## src/rtl/fir_pkg.sv

```systemverilog
// Shared types and sizing helpers for the FIR front-end serializer.
package fir_pkg;

  localparam int DATA_WIDTH = 24;

  typedef enum logic [1:0] {
    IDLE,
    SHIFT,
    GAP
  } ser_state_t;

  // Bit-counter width for a burst of the given length; a 1-bit burst still needs a counter bit.
  function automatic int bit_cnt_width(input int width);
    return (width > 1) ? $clog2(width) : 1;
  endfunction

endpackage

```

## src/rtl/fir_word_buffer.sv

```systemverilog
// One-deep holding register between the sample source and the serializer FSM.
module fir_word_buffer
  import fir_pkg::*;
#(
  parameter int WIDTH = DATA_WIDTH
) (
  input  logic             clk,
  input  logic             rst_n,
  input  logic             load,
  input  logic [WIDTH-1:0] load_data,
  input  logic             drain,
  output logic [WIDTH-1:0] data,
  output logic             full
);

  // Load and drain are mutually exclusive: load needs an empty slot, drain a full one.
  always_ff @(posedge clk or negedge rst_n) begin
    if (!rst_n) begin
      data <= '0;
      full <= 1'b0;
    end else if (load && !full) begin
      data <= load_data;
      full <= 1'b1;
    end else if (drain) begin
      full <= 1'b0;
    end
  end

endmodule

```

## src/rtl/fir_word_serializer.sv

```systemverilog
// Parallel-to-serial feeder: buffers one sample, then shifts it LSB first into the bit-serial FIR.
module fir_word_serializer #(
  parameter int DATA_WIDTH = fir_pkg::DATA_WIDTH,
  parameter int GAP_CYCLES = 0,
  parameter int CNT_WIDTH  = 16
) (
  input  logic                  i_clk,
  input  logic                  i_rst,
  input  logic                  i_en,
  input  logic [DATA_WIDTH-1:0] i_word,
  input  logic                  i_word_valid,
  output logic                  o_word_ready,
  input  logic                  i_fir_ready,
  output logic                  o_din,
  output logic                  o_din_valid,
  output logic                  o_busy,
  output logic [CNT_WIDTH-1:0]  o_word_count
);

  import fir_pkg::*;

  localparam int BW = bit_cnt_width(DATA_WIDTH);

  ser_state_t            state;
  logic [DATA_WIDTH-1:0] shreg;
  logic [DATA_WIDTH-1:0] shreg_next;
  logic [DATA_WIDTH-1:0] buf_data;
  logic                  buf_full;
  logic [BW-1:0]         bit_cnt;
  logic [7:0]            gap_cnt;
  logic                  start;

  assign start        = (state == IDLE) && buf_full && i_en && i_fir_ready;
  assign o_word_ready = ~buf_full;
  assign shreg_next   = shreg >> 1;
  // shreg is cleared by the time a burst ends; the gate keeps the line quiet after reset too.
  assign o_din        = o_din_valid & shreg[0];

  fir_word_buffer #(
    .WIDTH(DATA_WIDTH)
  ) u_buffer (
    .clk      (i_clk),
    .rst_n    (i_rst),
    .load     (i_word_valid),
    .load_data(i_word),
    .drain    (start),
    .data     (buf_data),
    .full     (buf_full)
  );

  always_ff @(posedge i_clk or negedge i_rst) begin
    if (!i_rst) begin
      state        <= IDLE;
      shreg        <= '0;
      bit_cnt      <= '0;
      gap_cnt      <= '0;
      o_din_valid  <= 1'b0;
      o_busy       <= 1'b0;
      o_word_count <= '0;
    end else begin
      case (state)
        IDLE: begin
          if (start) begin
            shreg       <= buf_data;
            bit_cnt     <= '0;
            o_din_valid <= 1'b1;
            o_busy      <= 1'b1;
            state       <= SHIFT;
          end
        end
        SHIFT: begin
          shreg   <= shreg_next;
          bit_cnt <= bit_cnt + 1'b1;
          // A burst always runs to its last bit; i_en and i_fir_ready are not looked at here.
          if (bit_cnt == BW'(DATA_WIDTH - 1)) begin
            o_word_count <= o_word_count + 1'b1;
            o_din_valid  <= 1'b0;
            if (GAP_CYCLES > 0) begin
              gap_cnt <= '0;
              state   <= GAP;
            end else begin
              o_busy <= 1'b0;
              state  <= IDLE;
            end
          end
        end
        GAP: begin
          gap_cnt <= gap_cnt + 8'd1;
          if (gap_cnt == 8'(GAP_CYCLES - 1)) begin
            o_busy <= 1'b0;
            state  <= IDLE;
          end
        end
        default: state <= IDLE;
      endcase
    end
  end

endmodule

```

## config.mk

```make
export PLATFORM = sky130hd
export DESIGN_NAME = fir_word_serializer
export DESIGN_NICKNAME = d
export VERILOG_FILES = /design/src/rtl/fir_pkg.sv /design/src/rtl/fir_word_buffer.sv /design/src/rtl/fir_word_serializer.sv
export SDC_FILE = /design/constraint.sdc
export NUM_CORES = 1
export LEC_CHECK = 0
export CORE_UTILIZATION = 26
export CTS_CLUSTER_SIZE = 16
export DETAILED_ROUTE_END_ITERATION = 12
export GPL_ROUTABILITY_DRIVEN = 0
export PLACE_DENSITY_LB_ADDON = 0.3
export RECOVER_POWER = 50
export SKIP_LAST_GASP = 1
export SYNTH_ARGS = -nofsm -noshare
export SYNTH_HDL_FRONTEND = slang
export SYNTH_SLANG_ARGS = --single-unit
```

## constraint.sdc

```tcl
create_clock -name i_clk -period 3.2 [get_ports i_clk]
set_input_delay 0.64 -clock i_clk [delete_from_list [all_inputs] [get_ports i_clk]]
set_output_delay 0.64 -clock i_clk [all_outputs]
set_load 0.03 [all_outputs]
```

==> run_results.csv, run 1 <==
group,metric,value,unit
run_status,outcome,"finished, violations left",
run_status,violations,"max-capacitance violations, max-slew violations",
routing,drt_first_iter_violations,89,
logic_synthesis,synth_seq_cells,71,
worst_setup_path,path_buf_inv,1,
global_route,grt_pass1_wl,9.42,mm
timing,hold_slack,0.0833,ns
worst_setup_path,cp_slowest_stage_delay,0.66,ns
worst_setup_path,cpMaxStageDelayCell,"clkdlybuf4s50_1",
die,rows,38,
power,power_frac_comb,24.0,%
logic_synthesis,synth_top_cell_area_share,59.7,%
timing,tns,0,ns
job,maxCapViolCount,1,
worst_setup_path,cp_max_fo,16,
power,power_leakage,1.71,nW
timing,worst_pin_slew,1.72,ns
global_route,grt_max_degree,71,
worst_setup_path,crit_arrival,1.85,ns
logic_synthesis,synthArstFlopShare,100,%
clock_network,clk_pin_slew,0.05,ns
final_layout,antenna_cells,0,
clock_network,cts_sinks,71,
timing,maxSlewViolCount,71,
global_route,grt_usage,10.4,%
die,die_x,109,um
power,seq_power_share,47.2,%
worst_setup_path,crit_chain,"and2_1 > clkdlybuf4s50_1",
worst_setup_path,crit_required,2.56,ns
final_layout,stdcell_count,448,
routing,drc,0,
routing,drtPass1Iterations,4,
clock_network,tritoncts,"yes",
final_layout,area_delta_synth_final,29.0,%
die,io_pins,49,
logic_synthesis,synth_area,0.00298,sq mm
clock_network,cts.path.max_buffers,2,
worst_setup_path,end_kind,"output pin",
die,design.die.area,0.0119,sq mm
routing,wire_per_inst,12.6,um
clock_network,cts_made_buffers,9,
logic_synthesis,synth_nets,283,
logic_synthesis,ys_seq_area_share,59.7,%
placement,place_worst_setup_slack,0.992,ns
logic_synthesis,synth_cell_type_count,28,
timing,min_period_over_period,77.7,%
global_route,antenna_found_initial,0,
routing,wl,5.63,mm
timing,max_freq,402,MHz
power,p_per_area,786,mW/mm^2
worst_setup_path,worstSetupPathType,"flop to output pin",
clock_network,postCtsSetupRepairBufs,0,
power,p_int,2.11,mW
logic_synthesis,synth_edf_count,0,
power,clkPwrFrac,28.8,%
die,initial_utilization,27.1,%
power,power.switching,0.911,mW
timing,setup_viol,0,
power,vdd_ir_drop_max,0.264,mV
worst_setup_path,start_kind,"flop",
final_layout,nets,334,
die,core-area,0.0110,sq mm
worst_setup_path,r2r-start,"state[0]",
worst_setup_path,cp_top_family,"buffers and inverters",
logic_synthesis,avgSynthCellArea,11.8,sq um
logic_synthesis,yosys-top-cells-count,"dfrtp_1, nand2_1, mux2_2",
routing,vias,1996,
timing,post-route-min-period,2.49,ns
routing,via_per_inst,4.46,
placement,dp_hpwl,3.71,mm
timing,skew,0.00569,ns
timing,fin_ws,0.713,ns
clock_network,cts-htree-levels,3,
timing,slew_headroom,-14.7,%
logic_synthesis,yosysWarnings,0,
routing,ant_nets,0,
worst_hold_path,hold_path.class,"input port to asynchronous set/reset pin",
power,switching_share,30.2,%
global_route,grt_pass1_vias,1947,
timing,finalHoldViolCount,0,
clock_network,root_buffer,"clkbuf_16",
placement,dp.cells,432,
timing,rsz0062_at_grt,"no",
logic_synthesis,synthCells,252,
logic_synthesis,synthMostInstantiatedCell,"dfrtp_1",
clock_network,clk-insertion-delay-late,0.32,ns
clock_network,hold_buffers,0,
worst_setup_path,cp-startpoint,"state[0]",
placement,io_buffers,48,
die,die_h,109,um
final_layout,layout-drive-gt1-share,15.3,%
logic_synthesis,synthTopCellsByArea,"dfrtp_1, mux2_2, nand2_1",
global_route,grt_remaining_overflow,0,
clock_network,ctsResizeCount,0,
logic_synthesis,synth_top_area_cell,"dfrtp_1",
logic_synthesis,synth_ff_type,"dfrtp_1",
==> power by group through the flow <==
stage	sequential (mW)	clock, mW	combinational (mW)
floorplan	1.40	0	0.556
global placement	1.45	0	0.726
detailed placement	1.45	0	0.750
CTS	1.44	0.903	0.752
global route	1.48	0.930	0.826
finish	1.43	0.870	0.726
==> stage by stage <==
step	util, %	area [sq um]	total power [mW]
2_1_floorplan	-	2980	1.95
6_report	35.0	3840	3.02
4_1_cts	35.3	3880	3.09
5_1_grt	35.0	3840	3.23
3_3_place_gp	32.9	3620	2.18
3_5_place_dp	32.9	3620	2.20
==> final timing paths <==
path / slack (ns) / cells past startpoint / end
max: 0.71 / 2 / o_din
max in group asynchronous: 1.28 / 2 / shreg[17]
min in group i_clk: 0.47 / 1 / o_word_count[15]
min: 0.08 / 1 / o_word_count[5]
min reg2reg: 0.47 / 1 / o_word_count[15]
max reg2reg: 1.27 / 4 / o_word_count[5]
==> state kept, by name, indices dropped and copies added, names as in the netlist <==
signal         flops
bit_cnt            5
u_buffer.data     24
state              1
o_word_count      16
u_buffer.full      1
shreg             24
==> layout make-up <==
class	instances	area (sq um)
Sequential cell	71	1780
Fill cell	1129	7140
Clock inverter	4	22.5
Multi-Input combinational cell	166	1110
Inverter	2	7.51
Clock buffer	12	236
Tap cell	140	175
Timing Repair Buffer	53	509
==> layout by cell type (no fill, tap or decap) <==
master,Yosys,routed
clkinvlp_4,0,1
nor3_1,2,2
nor4_1,1,1
nand3b_1,1,1
clkbuf_1,4,4
nor2_1,7,7
nand3_1,8,9
nand2b_1,2,2
nand3_2,1,1
ha_1,2,2
xor2_1,4,4
clkbuf_2,0,1
o21ai_0,8,8
clkdlybuf4s50_1,0,46
clkbuf_16,0,9
and2_1,1,1
clkinv_2,0,3
nor2b_2,0,1
and4b_1,1,1
nor4_4,2,2
xnor2_1,13,13
nand4b_1,0,1
inv_1,2,2
mux2_2,25,25
dlygate4sd3_1,0,1
nand4_1,4,4
a22oi_1,20,20
and3_1,1,1
nand2_1,57,57
mux2i_1,3,3
dfrtp_1,71,71
buf_4,1,4
==> cells by family after synthesis <==
logic type                 synth area share, %
muxes                                     10.5
and+or+nand+nor                           15.3
DFF                                       59.7
adders and majority gates                0.840
buffers and inverters                     2.35
xor gates and xnor gates                  5.00
AOI/OAI and AO/OA                         6.39
==> per-layer routing <==
metal,GRT usage [%],up-vias,part of all wire (%)
met5,0,-,0
met4,3.19,0,0.52
met3,3.95,2,5.3
met2,16.6,48,47
met1,12.9,973,47
li1,-,973,-
(Power assumes the default switching activity.)
==> run 2, diff against run 1 <==
clock period = 2.05 ns   (was 3.2 ns; I/O delays follow)
==> run 2 against run 1 <==
Compared with the run above: clock skew is essentially flat; hold slack gained 0.34 ns; core utilization rose by 0.83 points; critical path depth down 1; non-clock buffer count is 4 higher; the run now ends clean; critical path type unchanged; power is 67% higher; combinational power increased by 64%; clock-buffer cell count increased by 1; worst setup slack worse by 0.55 ns; register-to-register slack got worse by 1.0 ns; largest cell class unchanged; clock power grew 93%; first-iteration DRC count up 3.4%.
==> run_results.csv, run 2 (synthesis gave the netlist of run 1 again) <==
group,metric,value,unit
run_status,outcome,"finished, final reports clean",
clock_network,cts.path.max_buffers,2,
routing,drtPass1Iterations,4,
global_route,grt_max_degree,41,
routing,via_per_inst,4.52,
worst_setup_path,end_kind,"output pin",
clock_network,clk_pin_slew,0.05,ns
timing,maxSlewViolCount,0,
final_layout,area_delta_synth_final,32.1,%
clock_network,postCtsSetupRepairBufs,0,
power,p_int,3.63,mW
final_layout,final_area,0.00393,sq mm
power,p_per_area,1290,mW/mm^2
timing,post-route-min-period,1.89,ns
die,core-area,0.0110,sq mm
worst_setup_path,cpMaxStageDelayCell,"clkdlybuf4s50_1",
final_layout,mostFrequentLayoutCell,"dfrtp_1",
routing,drc,0,
placement,io_buffers,48,
timing,worst_pin_slew,1.47,ns
job,maxCapViolCount,0,
global_route,grt_usage,11.1,%
placement,dp.cells,436,
clock_network,cts_sinks,71,
global_route,antenna_found_initial,0,
clock_network,ctsResizeCount,0,
power,power.switching,1.43,mW
final_layout,nets,338,
timing,skew,0.00551,ns
final_layout,antenna_cells,0,
global_route,grt_pass1_vias,2012,
clock_network,clk-insertion-delay-late,0.32,ns
global_route,grt_remaining_overflow,0,
worst_hold_path,hold_path.class,"input port to asynchronous set/reset pin",
power,power_leakage,1.76,nW
timing,tns,0,ns
worst_setup_path,crit_arrival,1.48,ns
timing,finalHoldViolCount,0,
timing,max_freq,529,MHz
placement,dp_hpwl,3.99,mm
worst_setup_path,cp_top_family,"buffers and inverters",
timing,min_period_over_period,92.3,%
placement,dpl-instance-area,0.00365,sq mm
clock_network,cts-htree-levels,3,
power,clkPwrFrac,33.2,%
worst_setup_path,worstSetupPathType,"flop to output pin",
routing,wire_per_inst,12.8,um
timing,slew_headroom,1.88,%
power,power_frac_comb,23.6,%
power,total_power,5.06,mW
die,die_x,109,um
routing,drt_first_iter_violations,92,
clock_network,root_buffer,"clkbuf_16",
global_route,grt_pass1_wl,9.85,mm
power,seq_power_share,43.2,%
die,die_h,109,um
placement,place_worst_setup_slack,0.286,ns
routing,wl,5.78,mm
die,initial_utilization,27.1,%
routing,vias,2043,
clock_network,cts_made_buffers,9,
die,design.die.area,0.0119,sq mm
worst_setup_path,path_buf_inv,1,
routing,ant_nets,0,
power,switching_share,28.3,%
final_layout,largest_registers,"shreg x24, u_buffer.data x24, o_word_count x16",
final_layout,final_cell_mix,"dfrtp_1, nand2_1, clkdlybuf4s50_1, mux2_2, a22oi_1",
die,io_pins,49,
worst_setup_path,cp_slowest_stage_delay,0.71,ns
clock_network,tritoncts,"yes",
clock_network,hold_buffers,0,
worst_setup_path,start_kind,"flop",
timing,setup_viol,0,
power,vdd_ir_drop_max,0.555,mV
worst_setup_path,crit_required,1.64,ns
worst_setup_path,crit_chain,"clkdlybuf4s50_1",
final_layout,layout-drive-gt1-share,16.7,%
timing,fin_ws,0.159,ns
final_layout,stdcell_count,452,
timing,rsz0062_at_grt,"no",
die,rows,38,
worst_setup_path,cp_max_fo,6,
-- run 2: power by group through the flow --
stage	registers [mW]	clock network [mW]	logic (mW)
floorplan	2.18	0	0.868
global route	2.26	1.79	1.34
CTS	2.20	1.73	1.24
finish	2.19	1.68	1.19
detailed placement	2.22	0	1.24
global placement	2.22	0	1.19
-- run 2: per-layer routing --
layer	part of all wire, %	global-route usage (%)
met1	46	13.8
met2	48	17.5
met3	5.1	3.83
met4	1.2	4.34
met5	0	0
-- run 2: cell type report --
class / count / area (sq um)
fill: 1090 / 7050
sequential: 71 / 1780
multi-input combinational: 166 / 1110
timing repair buffer: 57 / 537
clock buffer: 13 / 260
tap: 140 / 175
clock inverter: 3 / 65.1
inverter: 2 / 7.51
-- run 2: metrics by stage --
stage	hold WS [ns]	util [%]
after global routing	0.502	35.8
final	0.428	35.8
after CTS	0.105	36.2
after floorplan	0.114	-
after global placement	0.455	33.3
after detailed placement	0.457	33.3
-- run 2: path summary, 6_finish.rpt --
path / startpoint / end / slack, ns / depth (start not counted)
max in group asynchronous: i_rst / shreg[17] / 0.66 / 2
min in group i_clk: o_word_count[15] / o_word_count[15] / 0.47 / 1
hold / removal: i_rst / shreg[0] / 0.43 / 1
setup / recovery: o_word_count[7] / o_word_count[7] / 0.16 / 1
setup reg to reg: bit_cnt[0] / o_word_count[5] / 0.25 / 5
hold reg to reg: o_word_count[15] / o_word_count[15] / 0.47 / 1
==> run 3, diff against run 2 <==
CAP_MARGIN = 10   (was unset)
==> results of run 3 <==
Final layout, timing and power as in run 2 (identical DEF).
